<file path="config.mk">
export PLATFORM = sky130hd
export DESIGN_NAME = dcache_controller
export DESIGN_NICKNAME = d
export VERILOG_FILES = /design/src/rtl/dcache_controller.sv
export SDC_FILE = /design/constraint.sdc
export NUM_CORES = 1
export LEC_CHECK = 0
export CAP_MARGIN = 20
export CORE_AREA = 4 4 388 390
export DETAILED_ROUTE_END_ITERATION = 16
export DIE_AREA = 0 0 392 394
export PLACE_DENSITY = 0.43
export SYNTH_ARGS = -nofsm -noshare
export SYNTH_HDL_FRONTEND = slang
export SYNTH_SLANG_ARGS = --single-unit
</file>
<file path="constraint.sdc">
create_clock -name clock -period 5.7 [get_ports clock]
set_input_delay 1.71 -clock clock [delete_from_list [all_inputs] [get_ports clock]]
set_output_delay 1.71 -clock clock [all_outputs]
set_load 0.01 [all_outputs]
</file>
<file path="src/rtl/dcache_controller.sv">
`default_nettype none
// ============================================================================
// Module      : dcache_controller
// Description : Sequencer for a direct-mapped, write-through, no-write-allocate
//               data cache. Handles one CPU load/store at a time, performs the
//               tag lookup against the external register array, refills missed
//               blocks from memory in 64-bit beats and merges store hits.
// Revision    : 1.0 - initial release
// ============================================================================
module dcache_controller #(
  parameter int double_word_offset_width = 3,
  parameter int line_width               = 6
) (
  input  logic                                            clock,
  input  logic                                            reset,
  // CPU request / response
  input  logic                                            req_valid,
  output logic                                            req_ready,
  input  logic [31:0]                                     req_addr,
  input  logic                                            req_write,
  input  logic [63:0]                                     req_wdata,
  input  logic [7:0]                                      req_wstrb,
  output logic                                            resp_valid,
  input  logic                                            resp_ready,
  output logic [63:0]                                     resp_data,
  // Memory port
  output logic                                            mem_req_valid,
  input  logic                                            mem_req_ready,
  output logic [31:0]                                     mem_req_addr,
  output logic                                            mem_req_write,
  output logic [63:0]                                     mem_req_wdata,
  output logic [7:0]                                      mem_req_wstrb,
  input  logic                                            mem_resp_valid,
  input  logic [63:0]                                     mem_resp_data,
  // Register array
  output logic [31:0]                                     cache_address,
  input  logic [63:0]                                     cache_data,
  input  logic [31-double_word_offset_width-3-line_width:0] cache_tag,
  input  logic                                            cache_tag_valid,
  output logic                                            cache_reset,
  output logic                                            cache_write_in,
  output logic [line_width-1:0]                           cache_write_line_index,
  output logic [31-double_word_offset_width-3-line_width:0] cache_write_tag,
  output logic [64*(1<<double_word_offset_width)-1:0]     cache_write_block,
  output logic [(1<<double_word_offset_width)-1:0]        cache_write_mask
);

  localparam int c_block_size = 1 << double_word_offset_width;
  localparam int c_tag_width  = 32 - double_word_offset_width - 3 - line_width;
  localparam int c_line_lsb   = double_word_offset_width + 3;
  localparam logic [double_word_offset_width-1:0] c_last_beat = '1;

  typedef enum logic [3:0] {
    S_FLUSH        = 4'd0,
    S_IDLE         = 4'd1,
    S_LOOKUP       = 4'd2,
    S_STORE_REQ    = 4'd3,
    S_STORE_WAIT   = 4'd4,
    S_REFILL_REQ   = 4'd5,
    S_REFILL       = 4'd6,
    S_REFILL_WRITE = 4'd7,
    S_RESP         = 4'd8
  } state_t;

  state_t                              r_state;
  state_t                              w_state_next;
  logic [31:0]                         r_addr;
  logic                                r_write;
  logic [63:0]                         r_wdata;
  logic [7:0]                          r_wstrb;
  logic [63:0]                         r_resp_data;
  logic [double_word_offset_width-1:0] r_beat_cnt;
  logic [63:0]                         r_buffer [c_block_size];

  logic [double_word_offset_width-1:0] w_dw_offset;
  logic                                w_hit;
  logic [63:0]                         w_merged;
  logic [c_block_size-1:0]             w_onehot;

  assign w_dw_offset = r_addr[c_line_lsb-1:3];
  assign w_hit       = cache_tag_valid && (cache_tag == r_addr[31 -: c_tag_width]);

  // Store data merged byte-wise over the double word currently held by the array
  for (genvar b = 0; b < 8; b++) begin : g_merge
    assign w_merged[8*b +: 8] = r_wstrb[b] ? r_wdata[8*b +: 8] : cache_data[8*b +: 8];
  end

  // Refill writes the whole buffer; a store hit only enables its own lane
  for (genvar l = 0; l < c_block_size; l++) begin : g_block_lane
    assign cache_write_block[64*l +: 64] = (r_state == S_REFILL_WRITE) ? r_buffer[l] : w_merged;
  end

  // Lane-select mask for a store hit
  always_comb begin
    w_onehot              = '0;
    w_onehot[w_dw_offset] = 1'b1;
  end

  assign cache_write_line_index = r_addr[c_line_lsb +: line_width];
  assign cache_write_tag        = r_addr[31 -: c_tag_width];
  assign cache_address          = (r_state == S_IDLE) ? req_addr : r_addr;
  assign resp_data              = r_resp_data;
  assign mem_req_addr           = r_write ? {r_addr[31:3], 3'b000}
                                          : {r_addr[31:c_line_lsb], {c_line_lsb{1'b0}}};
  assign mem_req_wdata          = r_wdata;
  assign mem_req_wstrb          = r_wstrb;

  // State register
  always_ff @(posedge clock or negedge reset) begin
    if (!reset) begin
      r_state <= S_FLUSH;
    end else begin
      r_state <= w_state_next;
    end
  end

  // Next-state and control output decode
  always_comb begin
    w_state_next     = r_state;
    req_ready        = 1'b0;
    resp_valid       = 1'b0;
    mem_req_valid    = 1'b0;
    mem_req_write    = 1'b0;
    cache_reset      = 1'b0;
    cache_write_in   = 1'b0;
    cache_write_mask = '0;
    case (r_state)
      S_FLUSH: begin
        cache_reset  = 1'b1;
        w_state_next = S_IDLE;
      end
      S_IDLE: begin
        req_ready = 1'b1;
        if (req_valid) begin
          w_state_next = S_LOOKUP;
        end
      end
      S_LOOKUP: begin
        if (r_write) begin
          if (w_hit) begin
            cache_write_in   = 1'b1;
            cache_write_mask = w_onehot;
          end
          w_state_next = S_STORE_REQ;
        end else if (w_hit) begin
          w_state_next = S_RESP;
        end else begin
          w_state_next = S_REFILL_REQ;
        end
      end
      S_STORE_REQ: begin
        mem_req_valid = 1'b1;
        mem_req_write = 1'b1;
        if (mem_req_ready) begin
          w_state_next = S_STORE_WAIT;
        end
      end
      S_STORE_WAIT: begin
        if (mem_resp_valid) begin
          w_state_next = S_RESP;
        end
      end
      S_REFILL_REQ: begin
        mem_req_valid = 1'b1;
        if (mem_req_ready) begin
          w_state_next = S_REFILL;
        end
      end
      S_REFILL: begin
        if (mem_resp_valid && (r_beat_cnt == c_last_beat)) begin
          w_state_next = S_REFILL_WRITE;
        end
      end
      S_REFILL_WRITE: begin
        cache_write_in   = 1'b1;
        cache_write_mask = '1;
        w_state_next     = S_RESP;
      end
      S_RESP: begin
        resp_valid = 1'b1;
        if (resp_ready) begin
          w_state_next = S_IDLE;
        end
      end
      default: begin
        w_state_next = S_FLUSH;
      end
    endcase
  end

  // Saved request, beat counter and response data
  always_ff @(posedge clock or negedge reset) begin
    if (!reset) begin
      r_addr      <= '0;
      r_write     <= 1'b0;
      r_wdata     <= '0;
      r_wstrb     <= '0;
      r_resp_data <= '0;
      r_beat_cnt  <= '0;
    end else begin
      case (r_state)
        S_IDLE: begin
          if (req_valid) begin
            r_addr  <= req_addr;
            r_write <= req_write;
            r_wdata <= req_wdata;
            r_wstrb <= req_wstrb;
          end
        end
        S_LOOKUP: begin
          if (!r_write && w_hit) begin
            r_resp_data <= cache_data;
          end
        end
        S_STORE_WAIT: begin
          if (mem_resp_valid) begin
            r_resp_data <= '0;
          end
        end
        S_REFILL_REQ: begin
          if (mem_req_ready) begin
            r_beat_cnt <= '0;
          end
        end
        S_REFILL: begin
          if (mem_resp_valid && (r_beat_cnt != c_last_beat)) begin
            r_beat_cnt <= r_beat_cnt + 1'b1;
          end
        end
        S_REFILL_WRITE: begin
          // Requested double word comes straight from the refill buffer
          r_resp_data <= r_buffer[w_dw_offset];
        end
        default: begin
        end
      endcase
    end
  end

  // Refill beat capture (pure datapath, no reset needed)
  always_ff @(posedge clock) begin
    if ((r_state == S_REFILL) && mem_resp_valid) begin
      r_buffer[r_beat_cnt] <= mem_resp_data;
    end
  end

endmodule
`default_nettype wire

</file>
==> results.md <==
- Outcome: finished clean
- Routability cong.: between 0.8 and 0.9
- Placed inst area: between 0.04 and 0.05 mm2
- Relative slew slack: 28.72%
- Max Cap Viol: 0
- H-tree depth: 3
- Mapped cell area: approximately 0.033 mm2
- Final setup viols: 0
- Fin. max-slew vios: 0
- Worst Hold Margin: about 0.48 ns
- Drt total wl: 161300 um
- Antenna violations before repair: 17
- Top-area cell type share of the netlist area: ~47%
- Grt met2 use: between 30% and 40%
- Worst-Margin Slew: 1.069 ns
- Largest net degree at the start of global routing: 85
- Syn_area_per_cell: ~15 um2
- Register-to-register setup slack: approximately 2.4 ns
- Startpoint types: input port
- CP endpoint kind: primary output
- CP top delay family: buffers and inverters
- Grt total ovfl: 0
- CP Cell Sequence: clkdlybuf4s50_1 > xnor2_2 > nand4_1 > nor2_1 > and4b_1 > nand4_1 > buf_6 > nand2_1 > clkdlybuf4s50_1
- Die X: slightly below 400 um
- Switching Share: between 30% and 40%
- Nets: roughly 3400
- Cell accounting for the most synthesized area: edfxtp_1
- Worst r2r dst: resp_data[52]
- Worst reg2reg path startpoint: r_addr[4]
- CTS tree: done
- Clock Power Share: a little under 20%
- Syn. warnings: 0
- Post-DP HPWL: around 120000 um
- Drt first pass iters: 5
- CP max stage delay: between 0.5 and 0.6 ns
- DRT iter0 DRCs: ~1400
- Overall power: 29.37 mW
- Worst EP arrival: roughly 3.8 ns
- WP buf/inv: 3
- Tcrit/Tclk final: 97.46%
- Seq cells post-synth: around 700
- Synth Instances: approximately 2200
- DR vias/cell: between 4 and 5
- WP data required: ~4 ns
- F_max: ~180 MHz
- Crit path max-delay cell type: clkdlybuf4s50_1
- Critical path launch point: cache_tag[15]
- Most common cell after layout, fill and taps aside: clkdlybuf4s50_1
- Initial core utilization: between 20% and 30%
- Layout cells sized above 1: approximately 17%
- Total CTS buffers: 87
- Layout area overhead: 47.62%
- Clk_lat worst skew: between 0.6 and 0.7 ns
- Routed vias: 23920
- Worst VDD drop: roughly 0.00033 V
- Hold crit path type: reg -> reg
- CORE AREA: ~0.15 mm2
- Fin. Hold Viols: 0
- Net switching power: approximately 11 mW
- Most frequent cells in the layout: 997 x clkdlybuf4s50_1, 513 x a21o_1, 512 x edfxtp_1
- Crit-path max FO: 8
- Reg2Reg Depth: 6
- Input/output buffers: between 1000 and 1500
- Clk buf depth: 3
- Reg clk slew, reported paths: approximately 0.050 ns
- Sequential Power Share: 24.2%
- Synth cell types: 44
- Clk root buf: clkbuf_16
- Drt drc: 0
- Pwr/cell area: 607.5 mW/mm2
- Post-DRT Antenna Nets: 0
- Vias in the first global route: ~25000
- Setup TNS: 0 ns
- First-pass GRT wire length: ~220000 um
- # IOs: 1012
- Post-route cell area: about 0.048 mm2
- Critical path depth: 9
- Num rows: between 100 and 150
- Worst hold path depth: 1
- DIE AREA: 0.1544 mm2
- Die Ht: roughly 400 um
- Leakage: 19.68 nW
- Synth area leaders: edfxtp_1 47%, dfrtp_1 13%, a21o_1 12%
- Register area share after synthesis: 60.39%
- Average wire per standard cell: 31.09 um
- GRT Total Usage: about a fifth
- Sink Count: a little under 700
- Min-delay src: resp_data[2]
- Final min period: 5.555 ns
- Sink of the worst hold path: resp_data[2]
- Crit Path Category: in -> out
- Worst Skew: between 0.03 and 0.04 ns
- Met3 Track Usage GR: 5.030%
- Internal power: 18.06 mW
- GR peak layer: met2
- Global routing met1 resource utilization: 23.10%
- Comb power frac: between 50% and 60%
-- power by group through the flow --
| stage | clock network, mW | registers, mW | logic (mW) |
|---|---|---|---|
| after floorplan | 0 | 6.82 | 7.28 |
| after global placement | 0 | 7.21 | 16.8 |
| after detailed placement | 0 | 7.21 | 16.7 |
| after CTS | 6.01 | 7.12 | 16.8 |
| after global routing | 6.19 | 7.19 | 17.3 |
| final | 5.80 | 7.10 | 16.5 |
-- metal layers --
metal,wire [um],part of all wire [%],up-vias
li1,-,-,10400
met1,61970,38,12490
met2,84650,52,828
met3,10320,6.4,188
met4,4277,2.7,6
met5,40,0.025,-
-- kinds of logic (layout without fill, tap and decap cells) --
group / Yosys count / in the layout / share of synthesized area (%)
AO/OA/AOI/OAI: 601 / 601 / 13.20
XOR/XNOR: 21 / 21 / 0.5616
adder cells (fa/ha/maj): 2 / 2 / 0.07639
buffers and inverters: 211 / 1280 / 3.461
flip-flops: 688 / 688 / 60.39
multiplexers: 457 / 457 / 19.62
other: 1 / 6 / 0.01145
AND/OR/NAND/NOR: 203 / 203 / 2.682
-- flip-flops by register name, summed over array words and instances (netlist names) --
| register | flops |
|---|---|
| r_addr | 32 |
| r_beat_cnt | 3 |
| r_buffer | 512 |
| mem_req_wdata | 64 |
| r_state | 4 |
| mem_req_wstrb | 8 |
| resp_data | 64 |
| r_write | 1 |
-- how the worst max path moves through the flow --
stage,to,slack [ns]
floorplan,r_buffer[6][0],0.42
detailed placement,cache_write_mask[5],-0.21
finish,cache_write_in,0.15
global placement,cache_write_mask[5],-0.26
global route,cache_write_in,-0.003
CTS,cache_write_mask[2],0.002
-- through the flow --
step                setup WS, ns  util [%]  cells
floorplan                 0.4237         -   2186
global placement         -0.2619     30.80   5022
detailed placement       -0.2075     30.80   5022
CTS                     0.001638     32.84   5184
global route           -0.002601     32.86   5187
finish                    0.1450     32.86   5188
-- repair_timing --
action	CTS	global route
resized for setup	9	3
hold buffers	0	0
pin swaps	1	2
setup buffers	0	1
gates cloned	0	0
setup endpoints to repair	9	5
-- synthesized netlist by cell type (all sizes together) --
| cell type | instances |
|---|---|
| xnor2 | 14 |
| dfrtp | 176 |
| ha | 2 |
| mux4 | 128 |
| o22a | 1 |
| edfxtp | 512 |
| nor3 | 8 |
| nand4 | 8 |
| or2 | 2 |
| nor4 | 3 |
| a221oi | 1 |
| conb | 1 |
| mux2 | 200 |
| a32oi | 1 |
| clkbuf | 56 |
| nand2b | 5 |
| buf | 148 |
| o21ai | 79 |
| nand3 | 9 |
| o31ai | 5 |
| and4b | 1 |
| and2 | 2 |
| a21oi | 1 |
| a21o | 513 |
| or3 | 1 |
| nor3b | 1 |
| nor2b | 1 |
| nand3b | 1 |
| inv | 7 |
| mux2i | 129 |
| and3 | 2 |
| nand2 | 80 |
| xor2 | 7 |
| nor2 | 78 |
| nor4b | 1 |
-- area by class of cell --
class                   instances  area, um2
clock buffers                 110       2385
multi-input cells            1287      11990
diodes                          3      7.507
repair buffers               1111      11130
clock inverters                52      605.6
well taps                    1930       2415
fillers                     14600      98790
flip-flops and latches        688      19790
inverters                       7      26.28
(Power assumes the default switching activity.)
